===== config.mk =====
export PLATFORM = sky130hd
export DESIGN_NAME = tick_gen
export DESIGN_NICKNAME = d
export VERILOG_FILES = /design/src/rtl/tick_gen.sv
export SDC_FILE = /design/constraint.sdc
export NUM_CORES = 1
export LEC_CHECK = 0
export BUFFER_PORTS_ARGS = -buffer_cell sky130_fd_sc_hd__buf_2
export CELL_PAD_IN_SITES_DETAIL_PLACEMENT = 0
export CELL_PAD_IN_SITES_GLOBAL_PLACEMENT = 1
export CORE_UTILIZATION = 48
export DETAILED_ROUTE_END_ITERATION = 10
export GPL_ROUTABILITY_DRIVEN = 0
export PLACE_DENSITY = 0.78
export SKIP_CTS_REPAIR_TIMING = 1
export SYNTH_ARGS = -nofsm -noshare
export SYNTH_HDL_FRONTEND = slang
export SYNTH_SLANG_ARGS = --single-unit

===== constraint.sdc =====
create_clock -name clk -period 4.3 [get_ports clk]
set_clock_uncertainty 0.1 [all_clocks]
set_input_delay 1.29 -clock clk [delete_from_list [all_inputs] [get_ports clk]]
set_output_delay 1.29 -clock clk [all_outputs]
set_load 0.005 [all_outputs]

===== src/rtl/tick_gen.sv =====
// tick_gen: multi-channel programmable tick generator.
// Each channel counts 0..top and emits a registered one-cycle tick on wrap.
// Period updates made while running go through a shadow register and take
// effect at the next wrap, so no runt or stretched period is ever produced.
// Optional feature macro: TICK_GEN_SQUARE_EN (per-channel square-wave on sq).
module tick_gen #(
    parameter int NCH      = 2,
    parameter int WIDTH    = 24,
    parameter int TOP_INIT = 12000
) (
    input  logic             clk,
    input  logic             reset,
    input  logic [NCH-1:0]   en,
    input  logic [NCH-1:0]   load,
    input  logic [WIDTH-1:0] top_in,
    input  logic             sync,
    output logic [NCH-1:0]   tick,
    output logic [NCH-1:0]   sq,
    output logic [NCH-1:0]   pend
);

    localparam logic [WIDTH-1:0] TOP_RST = WIDTH'(TOP_INIT);

    // Per-channel operating mode for the current edge; sync outranks en.
    typedef enum logic [1:0] {
        MODE_SYNC,
        MODE_RUN,
        MODE_HOLD
    } mode_t;

    mode_t            mode   [NCH];
    logic [WIDTH-1:0] cnt_q  [NCH];
    logic [WIDTH-1:0] cnt_d  [NCH];
    logic [WIDTH-1:0] top_q  [NCH];
    logic [WIDTH-1:0] top_d  [NCH];
    logic [WIDTH-1:0] shadow_q [NCH];
    logic [WIDTH-1:0] shadow_d [NCH];
    logic [NCH-1:0]   pend_q, pend_d;
    logic [NCH-1:0]   tick_q, tick_d;
    logic [NCH-1:0]   wrap;
`ifdef TICK_GEN_SQUARE_EN
    logic [NCH-1:0]   sq_q, sq_d;
`endif

    // Next-state computation for every channel: mode decode, wrap, period update.
    always_comb begin
        tick_d = '0;
        pend_d = pend_q;
        wrap   = '0;
`ifdef TICK_GEN_SQUARE_EN
        sq_d   = sq_q;
`endif
        for (int unsigned i = 0; i < NCH; i++) begin
            cnt_d[i]    = cnt_q[i];
            top_d[i]    = top_q[i];
            shadow_d[i] = shadow_q[i];
            wrap[i]     = (cnt_q[i] == top_q[i]);
            if (sync)
                mode[i] = MODE_SYNC;
            else if (en[i])
                mode[i] = MODE_RUN;
            else
                mode[i] = MODE_HOLD;

            unique case (mode[i])
                MODE_SYNC: begin
                    cnt_d[i] = '0;
`ifdef TICK_GEN_SQUARE_EN
                    sq_d[i]  = 1'b0;
`endif
                    // A same-edge load beats any older pending shadow.
                    if (load[i]) begin
                        top_d[i]  = top_in;
                        pend_d[i] = 1'b0;
                    end else if (pend_q[i]) begin
                        top_d[i]  = shadow_q[i];
                        pend_d[i] = 1'b0;
                    end
                end
                MODE_RUN: begin
                    if (wrap[i]) begin
                        cnt_d[i]  = '0;
                        tick_d[i] = 1'b1;
`ifdef TICK_GEN_SQUARE_EN
                        sq_d[i]   = ~sq_q[i];
`endif
                        // Load coinciding with wrap bypasses the shadow.
                        if (load[i]) begin
                            top_d[i]  = top_in;
                            pend_d[i] = 1'b0;
                        end else if (pend_q[i]) begin
                            top_d[i]  = shadow_q[i];
                            pend_d[i] = 1'b0;
                        end
                    end else begin
                        cnt_d[i] = cnt_q[i] + 1'b1;
                        if (load[i]) begin
                            shadow_d[i] = top_in;
                            pend_d[i]   = 1'b1;
                        end
                    end
                end
                default: begin
                    // HOLD: phase frozen; a load restarts the channel on the new top.
                    if (load[i]) begin
                        top_d[i]  = top_in;
                        cnt_d[i]  = '0;
                        pend_d[i] = 1'b0;
                    end
                end
            endcase
        end
    end

    // Channel state registers with synchronous reset.
    always_ff @(posedge clk) begin
        if (reset) begin
            for (int unsigned i = 0; i < NCH; i++) begin
                cnt_q[i]    <= '0;
                top_q[i]    <= TOP_RST;
                shadow_q[i] <= TOP_RST;
            end
            pend_q <= '0;
            tick_q <= '0;
`ifdef TICK_GEN_SQUARE_EN
            sq_q   <= '0;
`endif
        end else begin
            for (int unsigned i = 0; i < NCH; i++) begin
                cnt_q[i]    <= cnt_d[i];
                top_q[i]    <= top_d[i];
                shadow_q[i] <= shadow_d[i];
            end
            pend_q <= pend_d;
            tick_q <= tick_d;
`ifdef TICK_GEN_SQUARE_EN
            sq_q   <= sq_d;
`endif
        end
    end

    assign tick = tick_q;
    assign pend = pend_q;
`ifdef TICK_GEN_SQUARE_EN
    assign sq   = sq_q;
`else
    assign sq   = '0;
`endif

endmodule


# ---- Word-level counts from Yosys, hierarchy flattened
# Memory sizes are Yosys's and may differ from the RTL's.
# Index checks and enable logic that the tools add are counted.
dict set report totals {
  memories 3
  word_cells 76
  ram_bits 144
  reg_bits 4
}
dict set report classes {
  reduce_logical 8
  n_addsub 2
  eq_ne 6
  n_mux 45
  n_bitwise 8
}
# name depth word_bits read_ports rd_ports_with_merged_regs wr line_no
set mem_list {}
lappend mem_list {cnt_q 2 24 2 0 2 32} ;# logic [WIDTH-1:0] cnt_q [NCH];
lappend mem_list {shadow_q 2 24 2 0 2 36} ;# logic [WIDTH-1:0] shadow_q [NCH];
lappend mem_list {top_q 2 24 2 0 2 34} ;# logic [WIDTH-1:0] top_q [NCH];
# operator count
set op_table {}
lappend op_table {{24-bit two-way mux} 24}
lappend op_table {{24-bit case mux with 2 select lines} 4}
lappend op_table {{24-bit by 1-bit adder with 24-bit output (second input constant)} 2}
lappend op_table {{24-bit == test} 2}
lappend op_table {{1-bit two-way mux} 11}
lappend op_table {{2-bit two-way mux} 4}
lappend op_table {{3-bit inequality test (second input constant)} 2}
lappend op_table {{1-bit OR} 6}
lappend op_table {{3-bit nonzero test} 2}
lappend op_table {{2-bit by 1-bit == test with 1-bit output (second input constant)} 2}
lappend op_table {{2-bit logical NOT} 2}
lappend op_table {{1-bit case mux with 2 select lines} 2}
lappend op_table {{2-bit AND reduction} 2}
lappend op_table {{2-bit OR reduction} 2}
lappend op_table {{1-bit inverter} 2}

# ---- Depth between registers and ports, before layout
# An unclocked memory read counts as a cell.
dict set report depth {
  ltp_word 6
  depth_mapped 8
}

# ---- Worst setup path before layout
# No wires, ideal clock.
dict set report synth_timing {
  path_kind {input-to-reg}
  start {in sync}
  end {mem top_q[1][3] (netlist: top_q[0][27])}
  path_slack_ns 1.343
  arrival_ns 2.771
  t_required_ns 4.114
  cell_stages 8
  path_cell_list {buf_2 -> or3_1 -> buf_2 -> and4_1 -> a21bo_1 -> buf_4 -> buf_6 -> a211oi_1}
}
# item line_no
set synth_lines {}
lappend synth_lines {{from (decl)} 16} ;# input logic sync,
lappend synth_lines {{to (decl)} 34}

==> results.ini <==
[sta]
rsz0062_at_grt=false
slew_headroom=0.185
maxSlewViolCount=0
finalHoldViolCount=0
worst_slew_pin_slew_ns=1.22
fmax_mhz=316
final.setup.tns_ns=0
period_share=0.735
worst_slack_ns=1.14
finalCriticalPeriod_ns=3.16
setup_viol=0

[grt]
antenna_found_initial=0
grt_max_degree=48
first_global_vias=4950
grt_pass1_wl_mm=24.8
grt.total_usage=0.212
grt_overflow_total=0

[yosys]
synth.yosys.seq_area_share=0.418
synth_seq_cells=148
postSynthCellCount=761
syn_area_per_cell_um2=9.32
synth_edf_count=0
syn_area_mm2=0.00710
netlist-cell-type-count=54
synth-async-reset-ratio=0
synth_top_flop_cell=dfxtp_1
ys_warn_count=0

[min_path]
hold_depth=2
holdCritPathClass=reg2reg

[place]
placed_area_mm2=0.00732
hpwlAfterDp_mm=11.1
port_buffers=34
pre_cts_slack_ns=0.689

[die]
fp.dieW_um=124
coreArea_mm2=0.0145
die-area_mm2=0.0153
ios=37
start_util=0.490
die_h_um=124
core.rowCount=44

[cts]
numCtsBuffers=17
cts_tree=yes
clk_pin_slew_ns=0.06
h-tree-depth=4
clkLatencyLatePin_ns=0.42
clock-sinks=148
clockRootBuffer=clkbuf_16
clockBufferDepth=2

[power]
power.leakage_nw=2.87
fin_total_pwr_w=0.00315
vdd.ir_drop.worst_uv=283
power_density_mw_per_mm2=400

[cells_and_area]
stdcell_area_mm2=0.00788
nFillCells=1332
diodes=0
nNetsFinal=809
area_delta_synth_final_pct=11.0
finish.utilization=0.544
drive_above_1_share=0.155

[critical_path]
reg2reg_depth=6
worstPathArrival_ns=3.39
required_ns=4.53
endpoint_kind=register
critPathKind=in2reg
setup.worst_path.start_class=input pin
crit_fanout=46

[detailed_routing]
first_iter_violations=300
drt.antenna.violating_nets=0
vias=5338
wl_mm=15.3
drc=0
dr.pass1.iters=5
vias_per_cell=5.50
wl_per_cell_um=15.8

[job]
maxCapViolCount=0

[run_status]
status=completed

-- flip-flops by register name, indices dropped and copies added, names as in the netlist --
signal,cells
cnt_q,48
tick,2
pend,2
top_q,48
shadow_q,48
-- where the power goes --
part           internal, W  leakage, nW  switching [W]
sequential         0.00143         1.21      0.0000396
clock             0.000837        0.271       0.000532
combinational     0.000135         1.39       0.000180
-- cells by family (layout without fill, tap and decap cells) --
logic type      Yosys count  count (layout)  synth area share
compound gates          131             131             0.135
xor+xnor                 78              78            0.0973
fa+ha+maj                 2               2           0.00353
buf+inv                  59              84            0.0451
flops                   148             148             0.418
mux                      89              89             0.128
other cells               1               2          0.000528
simple gates            253             253             0.173
-- metal layers --
| metal | up-vias | wire [um] | GRT usage |
|---|---|---|---|
| met2 | 80 | 7130 | 0.334 |
| met3 | 8 | 544 | 0.0481 |
| met1 | 2531 | 7540 | 0.287 |
| met5 | - | 0 | 0 |
| li1 | 2719 | - | - |
| met4 | 0 | 138 | 0.0693 |
-- cell usage after synthesis, types with 6 or more instances --
| master | instances | area (um^2) |
|---|---|---|
| a211oi_1 | 19 | 143 |
| nor2_1 | 104 | 390 |
| nand3_1 | 25 | 125 |
| a21oi_1 | 58 | 290 |
| nand2_1 | 32 | 120 |
| buf_2 | 14 | 70.1 |
| o21bai_1 | 9 | 67.6 |
| nor3_1 | 32 | 160 |
| xnor2_1 | 50 | 438 |
| buf_4 | 6 | 45.0 |
| nand4_1 | 20 | 125 |
| clkbuf_1 | 24 | 90.1 |
| mux2_2 | 14 | 158 |
| xor2_1 | 27 | 236 |
| dfxtp_1 | 148 | 2960 |
| a311oi_2 | 16 | 240 |
| and3_1 | 9 | 56.3 |
| mux2i_1 | 75 | 751 |
| inv_1 | 8 | 30.0 |
| o21ai_0 | 10 | 50.1 |
-- area by class of cell --
class,instances,area [um^2],area share
flip-flops and latches,148,2960,0.376
multi-input cells,555,3840,0.487
inverters,8,30.0,0.00381
repair buffers,46,263,0.0334
clock inverters,3,17.5,0.00222
well taps,184,230,0.0292
clock buffers,27,533,0.0677
-- path summary, 6_finish.rpt --
check / start / slack (ns) / endpoint
worst min-delay path: shadow_q[0][38] / 0.39 / shadow_q[0][38]
worst min register to register: shadow_q[0][38] / 0.39 / shadow_q[0][38]
worst max register to register: cnt_q[0][26] / 1.30 / top_q[0][41]
worst max-delay path: sync / 1.14 / top_q[0][41]
-- critical path, cell delays in order --
cell and delay [ns]:
buf_2 0.18, or3_1 0.51, and4_1 0.24, a21bo_1 0.62, buf_4 0.35, a211oi_1 0.18
-- metrics by stage --
step           std cells  hold WS (ns)
2_1_floorplan        762         0.360
4_1_cts              971         0.394
3_5_place_dp         941         0.378
5_1_grt              971         0.410
6_report             971         0.391
3_3_place_gp         941         0.373
-- placed cells by master (no fill, tap or decap), drive strengths merged, types with 3 or more instances in the layout --
master | synthesis | final
xor2 | 27 | 27
o21bai | 10 | 10
a211oi | 20 | 20
nor2b | 3 | 3
nor2 | 104 | 104
buf | 26 | 46
dfxtp | 148 | 148
nor4 | 7 | 7
nand3 | 26 | 26
o21ai | 12 | 12
clkbuf | 25 | 27
inv | 8 | 8
xnor2 | 51 | 51
mux2 | 14 | 14
a21o | 4 | 4
mux2i | 75 | 75
and4 | 3 | 3
nand2b | 4 | 4
or3 | 3 | 3
nand4 | 21 | 21
a21oi | 62 | 62
nand2 | 32 | 32
and3 | 9 | 9
nor3 | 34 | 34
a311oi | 17 | 17
Note: power is estimated with default switching activity, not from simulation.
